==> config.mk <==
export PLATFORM = sky130hd
export DESIGN_NAME = fifo_burst_writer
export DESIGN_NICKNAME = d
export VERILOG_FILES = /design/src/rtl/fifo_pkg.sv /design/src/rtl/fifo_pattern_gen.sv /design/src/rtl/fifo_burst_writer.sv
export SDC_FILE = /design/constraint.sdc
export NUM_CORES = 1
export LEC_CHECK = 0
export BUFFER_PORTS_ARGS = -buffer_cell sky130_fd_sc_hd__buf_2
export CORE_MARGIN = 4
export CORE_UTILIZATION = 55
export CTS_BUF_LIST = sky130_fd_sc_hd__clkbuf_8
export CTS_CLUSTER_DIAMETER = 80
export DETAILED_ROUTE_END_ITERATION = 10
export GPL_TIMING_DRIVEN = 0
export PLACE_DENSITY = 0.82
export SKIP_LAST_GASP = 1
export SYNTH_ARGS = -nofsm -noshare
export SYNTH_HDL_FRONTEND = slang
export SYNTH_SLANG_ARGS = --single-unit
==> constraint.sdc <==
create_clock -name wclk -period 2.6 [get_ports wclk]
set_clock_uncertainty 0.2 [all_clocks]
set_input_delay 0.26 -clock wclk [delete_from_list [all_inputs] [get_ports wclk]]
set_output_delay 0.26 -clock wclk [all_outputs]
set_load 0.01 [all_outputs]
==> src/rtl/fifo_pkg.sv <==
// Shared types and constants for the FIFO burst writer: FSM states and the
// LFSR constants (x^8+x^6+x^5+x^4+1) used by the pattern generator.
package fifo_pkg;

  typedef enum logic [1:0] {
    IDLE  = 2'd0,
    WRITE = 2'd1,
    DONE  = 2'd2
  } state_t;

  localparam logic [7:0] LFSR_TAPS = 8'hB8;
  localparam logic [7:0] LFSR_SEED = 8'h01;

endpackage

==> src/rtl/fifo_pattern_gen.sv <==
// Write-data pattern source: loads a seed on burst start, then steps either
// an incrementing counter or an 8-bit Fibonacci LFSR on each accepted word.
module fifo_pattern_gen
  import fifo_pkg::*;
#(
  parameter int DATA_LINES = 8
) (
  input  logic                  wclk,
  input  logic                  wrst,
  input  logic                  mode,
  input  logic                  load,
  input  logic [DATA_LINES-1:0] seed,
  input  logic                  advance,
  output logic [DATA_LINES-1:0] data
);

  logic                  mode_q;
  logic                  fb;
  logic [DATA_LINES-1:0] nxt;
  logic [DATA_LINES-1:0] load_val;

  always_comb begin
    fb  = ^(data & DATA_LINES'(LFSR_TAPS));
    nxt = mode_q ? {data[DATA_LINES-2:0], fb} : data + DATA_LINES'(1);
    // an all-zero seed would lock the LFSR, so substitute the canonical seed
    load_val = (mode && (seed == '0)) ? DATA_LINES'(LFSR_SEED) : seed;
  end

  always_ff @(posedge wclk or negedge wrst) begin
    if (!wrst) begin
      data   <= '0;
      mode_q <= 1'b0;
    end else if (load) begin
      data   <= load_val;
      mode_q <= mode;
    end else if (advance) begin
      data   <= nxt;
    end
  end

endmodule

==> src/rtl/fifo_burst_writer.sv <==
// Burst writer: pushes burst_len pattern words into a FIFO, honouring full,
// half-full throttling and abort, then pulses done for one cycle.
module fifo_burst_writer
  import fifo_pkg::*;
#(
  parameter int DATA_LINES = 8,
  parameter int LEN_W      = 16
) (
  input  logic                  wclk,
  input  logic                  wrst,
  input  logic                  start,
  input  logic [LEN_W-1:0]      burst_len,
  input  logic                  mode,
  input  logic [DATA_LINES-1:0] seed,
  input  logic                  abort,
  input  logic                  throttle_en,
  input  logic                  wfull,
  input  logic                  half_full,
  output logic                  winc,
  output logic [DATA_LINES-1:0] wdata,
  output logic                  busy,
  output logic                  done,
  output logic [LEN_W-1:0]      words_written
);

  state_t           state, state_nx;
  logic [LEN_W-1:0] remaining;
  logic             load;

  assign load = (state == IDLE) && start;
  assign winc = (state == WRITE) && !wfull && !(throttle_en && half_full) && !abort;
  assign busy = (state != IDLE);
  assign done = (state == DONE);

  fifo_pattern_gen #(.DATA_LINES(DATA_LINES)) u_pat (
    .wclk    (wclk),
    .wrst    (wrst),
    .mode    (mode),
    .load    (load),
    .seed    (seed),
    .advance (winc),
    .data    (wdata)
  );

  always_comb begin
    state_nx = state;
    case (state)
      IDLE:    if (start) state_nx = (burst_len == '0) ? DONE : WRITE;
      WRITE: begin
        if (abort)                                 state_nx = IDLE;
        else if (winc && remaining == LEN_W'(1))   state_nx = DONE;
      end
      DONE:    state_nx = IDLE;
      default: state_nx = IDLE;
    endcase
  end

  always_ff @(posedge wclk or negedge wrst) begin
    if (!wrst) begin
      state         <= IDLE;
      remaining     <= '0;
      words_written <= '0;
    end else begin
      state <= state_nx;
      if (load) begin
        remaining     <= burst_len;
        words_written <= '0;
      end else if (winc) begin
        remaining     <= remaining - LEN_W'(1);
        words_written <= words_written + LEN_W'(1);
      end
    end
  end

endmodule

* Word level (Yosys, flattened, before mapping)
Cells that the tools add are included.
Word-level totals: bits in latches 0, output and inout port bits 27, input port bits 32, register bits after elaboration 43, bits in read-only memories 0, word-level logic and storage cells 43, memories 0, memory bits (writable) 0
Operators by class: $add $sub $neg 3, mux-type cells 13, reductions and logical operators 17, eq/ne operators 5, divide/modulo/power cells 0, bitwise logic cells 0, order comparisons 0, shift operators 0, multiply operators 0
Operators with widths (count):
- 16-bit 2-to-1 mux | 4
- 8-bit 2-to-1 mux | 4
- 16-bit by 1-bit adder with 16-bit output, second input constant | 1
- 16-bit by 1-bit == test with 1-bit output, second input constant | 1
- 16-bit logical NOT | 1
- 16-bit by 1-bit subtractor with 16-bit output, second input constant | 1
- 8-bit by 1-bit adder with 8-bit output, second input constant | 1
- 8-bit logical NOT | 1
- 2-bit 2-to-1 mux | 4
- 8-bit XOR reduction | 1
- 1-bit logical AND | 7
- 2-bit one-hot mux with 2 select lines | 1
- 2-bit nonzero test | 2
- 1-bit logical NOT | 3
- 3-bit by 2-bit != test with 1-bit output, second input constant | 1
- 2-bit by 1-bit == test with 1-bit output, second input constant | 1
- 2-bit == test, second input constant | 1
- 2-bit logical NOT | 1
- 2-bit != test, second input constant | 1
- 2-bit AND reduction | 1

* Depth between registers and ports, before layout
Gate-level depths: netlist of run 1.
word-level depth 8, mapped depth 8, gate-level depth less buffers 5

* Modules after synthesis
From an unflattened synthesis of run 1, not the netlist that was laid out.
Unflattened totals: cells, all modules 282, area, all modules 2613.8 um^2
Modules (own cells, without submodules):
- fifo_burst_writer | cells an instance 203, area each 1893.1 um^2, times used 1, sequential area each 850.8 um^2
- fifo_pattern_gen | cells an instance 79, area each 720.7 um^2, times used 1, sequential area each 225.2 um^2

* Worst setup path after synthesis of run 1
Ideal clock, no wire load.
path type flip-flop to flip-flop, start register remaining[6], end register remaining[12], slack 0.728 ns, stages on the path, launching flop included 6, required time 2.265 ns, setup time 0.135 ns, buffers on the path 1, clock period less this slack 1.872 ns, arrival time 1.537 ns, path through dfrtp_1 > clkbuf_1 > or4_1 > or3_1 > o211ai_1 > o211ai_1
Between the ends: word-level cells in the longest chain between the ends 3
RTL lines:
- start, declared | line fifo_burst_writer.sv:27 | logic [LEN_W-1:0] remaining;
- start signal, assigned | line fifo_burst_writer.sv:66 | remaining <= burst_len;
- start signal, assigned | line fifo_burst_writer.sv:69 | remaining <= remaining - LEN_W'(1);
- 16-bit by 1-bit subtractor with 16-bit output | line fifo_burst_writer.sv:69
- 16-bit 2-to-1 mux | line fifo_burst_writer.sv:68 | end else if (winc) begin
- 16-bit 2-to-1 mux | line fifo_burst_writer.sv:65 | if (load) begin
Every way passes these cells. The select of a mux whose other input is x is not followed. A chain may end at the register's enable or synchronous reset.

* Final worst setup path of run 1
start register state[1], end output winc
Between the ends: word-level cells in the longest chain between the ends 4
RTL lines:
- start, declared | line fifo_burst_writer.sv:26 | state_t state, state_nx;
- start signal, assigned | line fifo_burst_writer.sv:64 | state <= state_nx;
- 2-bit by 1-bit == test with 1-bit output | line fifo_burst_writer.sv:31 | assign winc = (state == WRITE) && !wfull && !(throttle_en && half_full) && !abort;
- 1-bit logical AND (3 in series) | line fifo_burst_writer.sv:31
- end, declared | line fifo_burst_writer.sv:19 | output logic winc,
Every way passes these cells.

==> results of run 1 <==
==> worst paths after layout <==
check                                         end  slack, ps  depth (start not counted)
worst max register to register       remaining[6]        390                          5
max in group asynchronous           u_pat.data[0]       1160                          2
worst min-delay path                u_pat.data[4]         10                          3
worst min register to register      remaining[12]        360                          2
min in group asynchronous       words_written[15]        450                          2
worst max-delay path                         winc        160                          7
==> cells by family after synthesis <==
group	synth area share, %
AND/OR/NAND/NOR	26.52
AO/OA/AOI/OAI	21.79
flip-flops	41.09
buffers and inverters	4.108
XOR/XNOR	3.679
adder cells (fa/ha/maj)	2.389
multiplexers	0.4300
==> metal layers <==
metal | up-vias | GRT usage [%] | routed length [µm]
li1 | 1233 | - | -
met2 | 97 | 38.41 | 3315
met4 | 0 | 8.363 | 93
met3 | 11 | 4.567 | 498
met5 | - | 0 | 0
met1 | 1224 | 34.06 | 3061
==> where the power goes <==
| part | internal [mW] | switching (mW) |
|---|---|---|
| clock network | 0.239 | 0.220 |
| registers | 0.767 | 0.120 |
| logic | 0.253 | 0.339 |
| total | 1.26 | 0.679 |
==> Yosys cell counts, drive strengths merged (2+ instances only) <==
master / n / share of area, %
a211oi: 4 / 1.6
or3b: 2 / 0.67
a31oi: 2 / 0.48
o21ai: 18 / 3.4
clkbuf: 9 / 1.3
nor3b: 2 / 0.76
o31ai: 5 / 1.4
or4: 4 / 1.1
or3: 7 / 1.7
a221oi: 2 / 0.67
a21oi: 13 / 2.5
nor2b: 4 / 0.96
o211ai: 11 / 3.2
o311ai: 4 / 1.3
inv: 5 / 0.72
o22ai: 2 / 0.48
a221o: 2 / 0.76
nand2: 32 / 4.6
or2: 2 / 0.48
o21bai: 2 / 0.57
o41ai: 2 / 0.67
nand4: 10 / 3.0
a22oi: 7 / 2.0
ha: 5 / 2.4
nor2: 22 / 3.2
and4: 2 / 0.67
buf: 7 / 2.1
xnor2: 6 / 2.0
nor3: 3 / 0.57
nand3: 15 / 3.3
xor2: 5 / 1.7
a21o: 3 / 0.91
nor4: 10 / 3.0
and3: 5 / 1.3
and2: 2 / 0.48
dfrtp: 43 / 41
==> worst reg2reg max path, delay by kind of cell (launching register included) <==
family | cells | cell delay (ps)
DFF | 1 | 430
AOI/OAI and AO/OA | 3 | 1110
buffers and inverters | 1 | 190
and+or+nand+nor | 1 | 200
==> registers in the layout, summed over array words and instances (netlist names) <==
register	flops
remaining	16
u_pat.mode_q	1
u_pat.data	8
words_written	16
state	2
==> metrics by stage <==
step	instances	util (%)	hold slack, ps	instance area (µm²)	setup slack (ps)
floorplan	287	-	-235.6	2619	727.9
global route	413	70.50	17.20	3154	24.70
global placement	397	66.47	269.0	2974	496.6
CTS	413	70.50	7.800	3154	170.7
detailed placement	397	66.47	272.4	2974	435.5
finish	413	70.50	13.87	3154	164.4
==> cell type report <==
class / count / share of cell area (%)
Inverter: 5 / 0.5950
Timing Repair Buffer: 66 / 11.74
Clock buffer: 7 / 3.054
Multi-Input combinational cell: 223 / 45.50
Sequential cell: 43 / 34.11
Tap cell: 52 / 2.063
Clock inverter: 1 / 0.1190
Buffer: 16 / 2.816
==> timing repair <==
action,4_1_cts,5_1_grt
endpoints found under the setup margin,0,0
hold buffers,8,0
hold endpoints to repair,50,0
==> results.yml, run 1 <==
route:
  routedWlPerCell_um: 16.87
  vias: 2565
  vias_per_cell: 6.211
  first_pass_iters: 4
  drc: 0
  routed_wl_um: 6969
  drt_iter0_markers: 222
  ant_nets: 0
clocking:
  root_buffer: "clkbuf_8"
  htreeDepth: 2
  cts.path.max_buffers: 2
  cts_resized: 0
  numCtsBuffers: 5
  clk_latency_ps: 290
  cts.clk_slew.worst_paths_ps: 80
  cts_tree: "yes"
  clock_sinks: 43
  postCtsSetupRepairBufs: 0
final_layout:
  nFillCells: 370
  syn2layout_area_growth_pct: 20.45
  drive_gt1_share_pct: 24.65
  multi_input_area_um2: 1435
  final_nets: 397
  antenna_cells: 0
  regArea_um2: 1076
  layout_commonest_cell: "buf_2"
  final_cell_mix: "buf_2, dfrtp_1, nand2_1"
placement:
  dp_hpwl_um: 5008
  io_buffers: 58
  place.gp.congestion: 0.9109
synth:
  synth_seq_cells: 43
  synthArstFlopShare_pct: 100.0
  ys_warn_count: 0
  ys_seq_area_share_pct: 41.09
  synth_area_um2: 2619
  synth_edf_count: 0
  syn_avg_cell_area_um2: 9.125
  ys_dominant_reg_cell: "dfrtp_1"
  synthCells: 287
  syn_nets: 324
  yosys.cell_types.count: 55
worst_setup_path:
  crit_required_ps: 2140
  crit_start: "state[1]"
  startpoint_type: "register"
  cp_slowest_stage_delay_ps: 470
  critPathArrivalTime_ps: 1980
  slowest_stage: "dfrtp_1"
  crit_chain: "nor3b_2, buf_4, nand2_1, buf_2, inv_2, buf_6, buf_2"
  critPathTopFamily: "buffers and inverters"
  crit_type: "register to output port"
  critPathMostFrequentCell: "buf_2"
  end_kind: "output port"
  cp.buffers_inverters: 5
  path_max_fanout: 10
  rr_startpoint: "state[0]"
timing:
  worst_pin_slew_ps: 952.3
  finalSetupViolations: 0
  post-route-period-util_pct: 93.68
  rsz0062_at_grt: "no"
  fin_setup_tns_ps: 0
  fmax_ghz: 0.4106
  hold_violations: 0
  maxSlewViolCount: 0
  layout_min_cycle_time_ps: 2436
  max-slew-margin-rel_pct: 36.51
floorplanning:
  dieArea_um2: 5929
  ios: 59
  core_area_um2: 4474
  rows: 24
  die_y_um: 77
  die_w_um: 77
  initial_utilization_pct: 58.53
min_path:
  min_path_type: "primary input to register"
  min-delay-start: "seed[4]"
power:
  finalPower_mw: 1.938
  leakage_nw: 1.401
  powerDensity_nw_per_um2: 614.3
  vdd_drop_max_mv: 0.4485
grt:
  antenna_found_initial: 0
  grt_pass1_wl_um: 11780
  grt_usage_pct: 24.47
  grt_max_degree: 44
  gr-total-overflow: 0
  grt_pass1_vias: 2458
run:
  maxCapViolCount: 0
status:
  status: "complete, no violations"
Power figures use the tool's default switching activity.
==> run 2, diff against run 1 <==
Settings changed: PLACE_DENSITY 0.82 to 0.81, SLEW_MARGIN set to 20.
==> results.yml, run 2 (synthesis results as in run 1) <==
clocking:
  root_buffer: "clkbuf_8"
  hold_buffers: 4
  postCtsSetupRepairBufs: 0
  clk_latency_ps: 300
  cts_resized: 0
  htreeDepth: 2
  numCtsBuffers: 5
  cts.path.max_buffers: 2
  clock_sinks: 43
  cts.clk_slew.worst_paths_ps: 80
  cts_tree: "yes"
timing:
  maxSlewViolCount: 0
  worst_pin_slew_ps: 970.1
  finalSetupViolations: 0
  hold_violations: 0
  fmax_ghz: 0.4116
  timing.hold.ws_ps: 2.293
  rsz0062_at_grt: "no"
  layout_min_cycle_time_ps: 2429
  post-route-period-util_pct: 93.44
  fin_setup_tns_ps: 0
  max-slew-margin-rel_pct: 35.32
final_layout:
  final_nets: 394
  nFillCells: 364
  layout_commonest_cell: "buf_2"
  fin_cells: 410
  drive_gt1_share_pct: 24.86
  syn2layout_area_growth_pct: 19.30
  final_cell_mix: "buf_2, dfrtp_1, nand2_1"
  multi_input_area_um2: 1435
  antenna_cells: 0
  regArea_um2: 1076
  top_regs: "remaining: 16 flops, words_written: 16 flops, u_pat.data: 8 flops"
route:
  routed_wl_um: 7202
  drc: 0
  routedWlPerCell_um: 17.57
  first_pass_iters: 5
  vias_per_cell: 6.520
  drt_iter0_markers: 228
  vias: 2673
  ant_nets: 0
placement:
  place.gp.congestion: 0.8826
  dpl.cell_count: 397
  dp_hpwl_um: 5144
  io_buffers: 58
worst_setup_path:
  reg2reg_depth: 5
  path_max_fanout: 10
  crit_required_ps: 2140
  rr_startpoint: "state[0]"
  reg2reg_to: "remaining[6]"
  end_kind: "output port"
  critPathArrivalTime_ps: 1970
  startpoint_type: "register"
  crit_type: "register to output port"
  ff2ff_setup_slack_ps: 400
grt:
  antenna_found_initial: 0
  grt_usage_pct: 24.31
  grt_max_degree: 44
  grt_pass1_wl_um: 11660
  gr-total-overflow: 0
  grt_pass1_vias: 2389
power:
  vdd_drop_max_mv: 0.4879
  leakage_nw: 1.389
  finalPower_mw: 1.945
  powerDensity_nw_per_um2: 622.6
min_path:
  min_path_type: "primary input to register"
  holdPathStages: 3
  hold_end: "remaining[2]"
  min-delay-start: "burst_len[2]"
run:
  maxCapViolCount: 0
floorplanning:
  ios: 59
  die_y_um: 77
  dieArea_um2: 5929
  die_w_um: 77
  initial_utilization_pct: 58.53
  rows: 24
  core_area_um2: 4474
status:
  status: "complete, no violations"
run 2: worst max-delay path by stage:
stage	start	to	slack, ps	cells past startpoint
3_3_place_gp	state[1]	u_pat.data[7]	490	5
3_5_place_dp	state[0]	remaining[6]	460	5
6_report	state[1]	winc	170	7
4_1_cts	state[1]	winc	180	7
2_1_floorplan	remaining[6]	remaining[12]	730	5
5_1_grt	state[1]	winc	90	7
run 2: layout make-up:
class	count	area share, %
well taps	52	2.082
plain buffers	16	2.843
multi-input cells	223	45.94
flip-flops and latches	43	34.44
clock buffers	7	3.084
repair buffers	63	10.89
clock inverters	1	0.1201
inverters	5	0.6007
run 2: worst max-delay path, stage by stage (launching register included):
cell	delay [ps]
dfrtp_1	460
nor3b_2	300
buf_4	240
nand2_1	70
buf_2	190
inv_2	100
buf_6	150
buf_2	140
run 2: stage by stage:
| step | utilization (%) | setup slack, ps | instance area, µm² |
|---|---|---|---|
| 2_1_floorplan | - | 727.9 | 2619 |
| 3_3_place_gp | 66.47 | 492.7 | 2974 |
| 3_5_place_dp | 66.47 | 457.9 | 2974 |
| 4_1_cts | 69.60 | 177.0 | 3114 |
| 5_1_grt | 69.83 | 88.58 | 3124 |
| 6_report | 69.83 | 170.6 | 3124 |
run 2: power breakdown:
| group | switching [mW] | internal (mW) | total, mW | leakage [nW] |
|---|---|---|---|---|
| registers | 0.125 | 0.767 | 0.892 | 0.551 |
| logic | 0.337 | 0.248 | 0.586 | 0.782 |
| clock network | 0.229 | 0.239 | 0.468 | 0.0557 |
| total | 0.691 | 1.25 | 1.95 | 1.39 |
run 2: per-layer routing:
| layer | vias to the layer above | GRT usage (%) | part of all wire [%] |
|---|---|---|---|
| met1 | 1296 | 32.73 | 43 |
| met3 | 17 | 4.450 | 7.1 |
| met4 | 0 | 9.253 | 2.3 |
| met5 | - | 0 | 0 |
| li1 | 1230 | - | - |
| met2 | 130 | 39.02 | 47 |
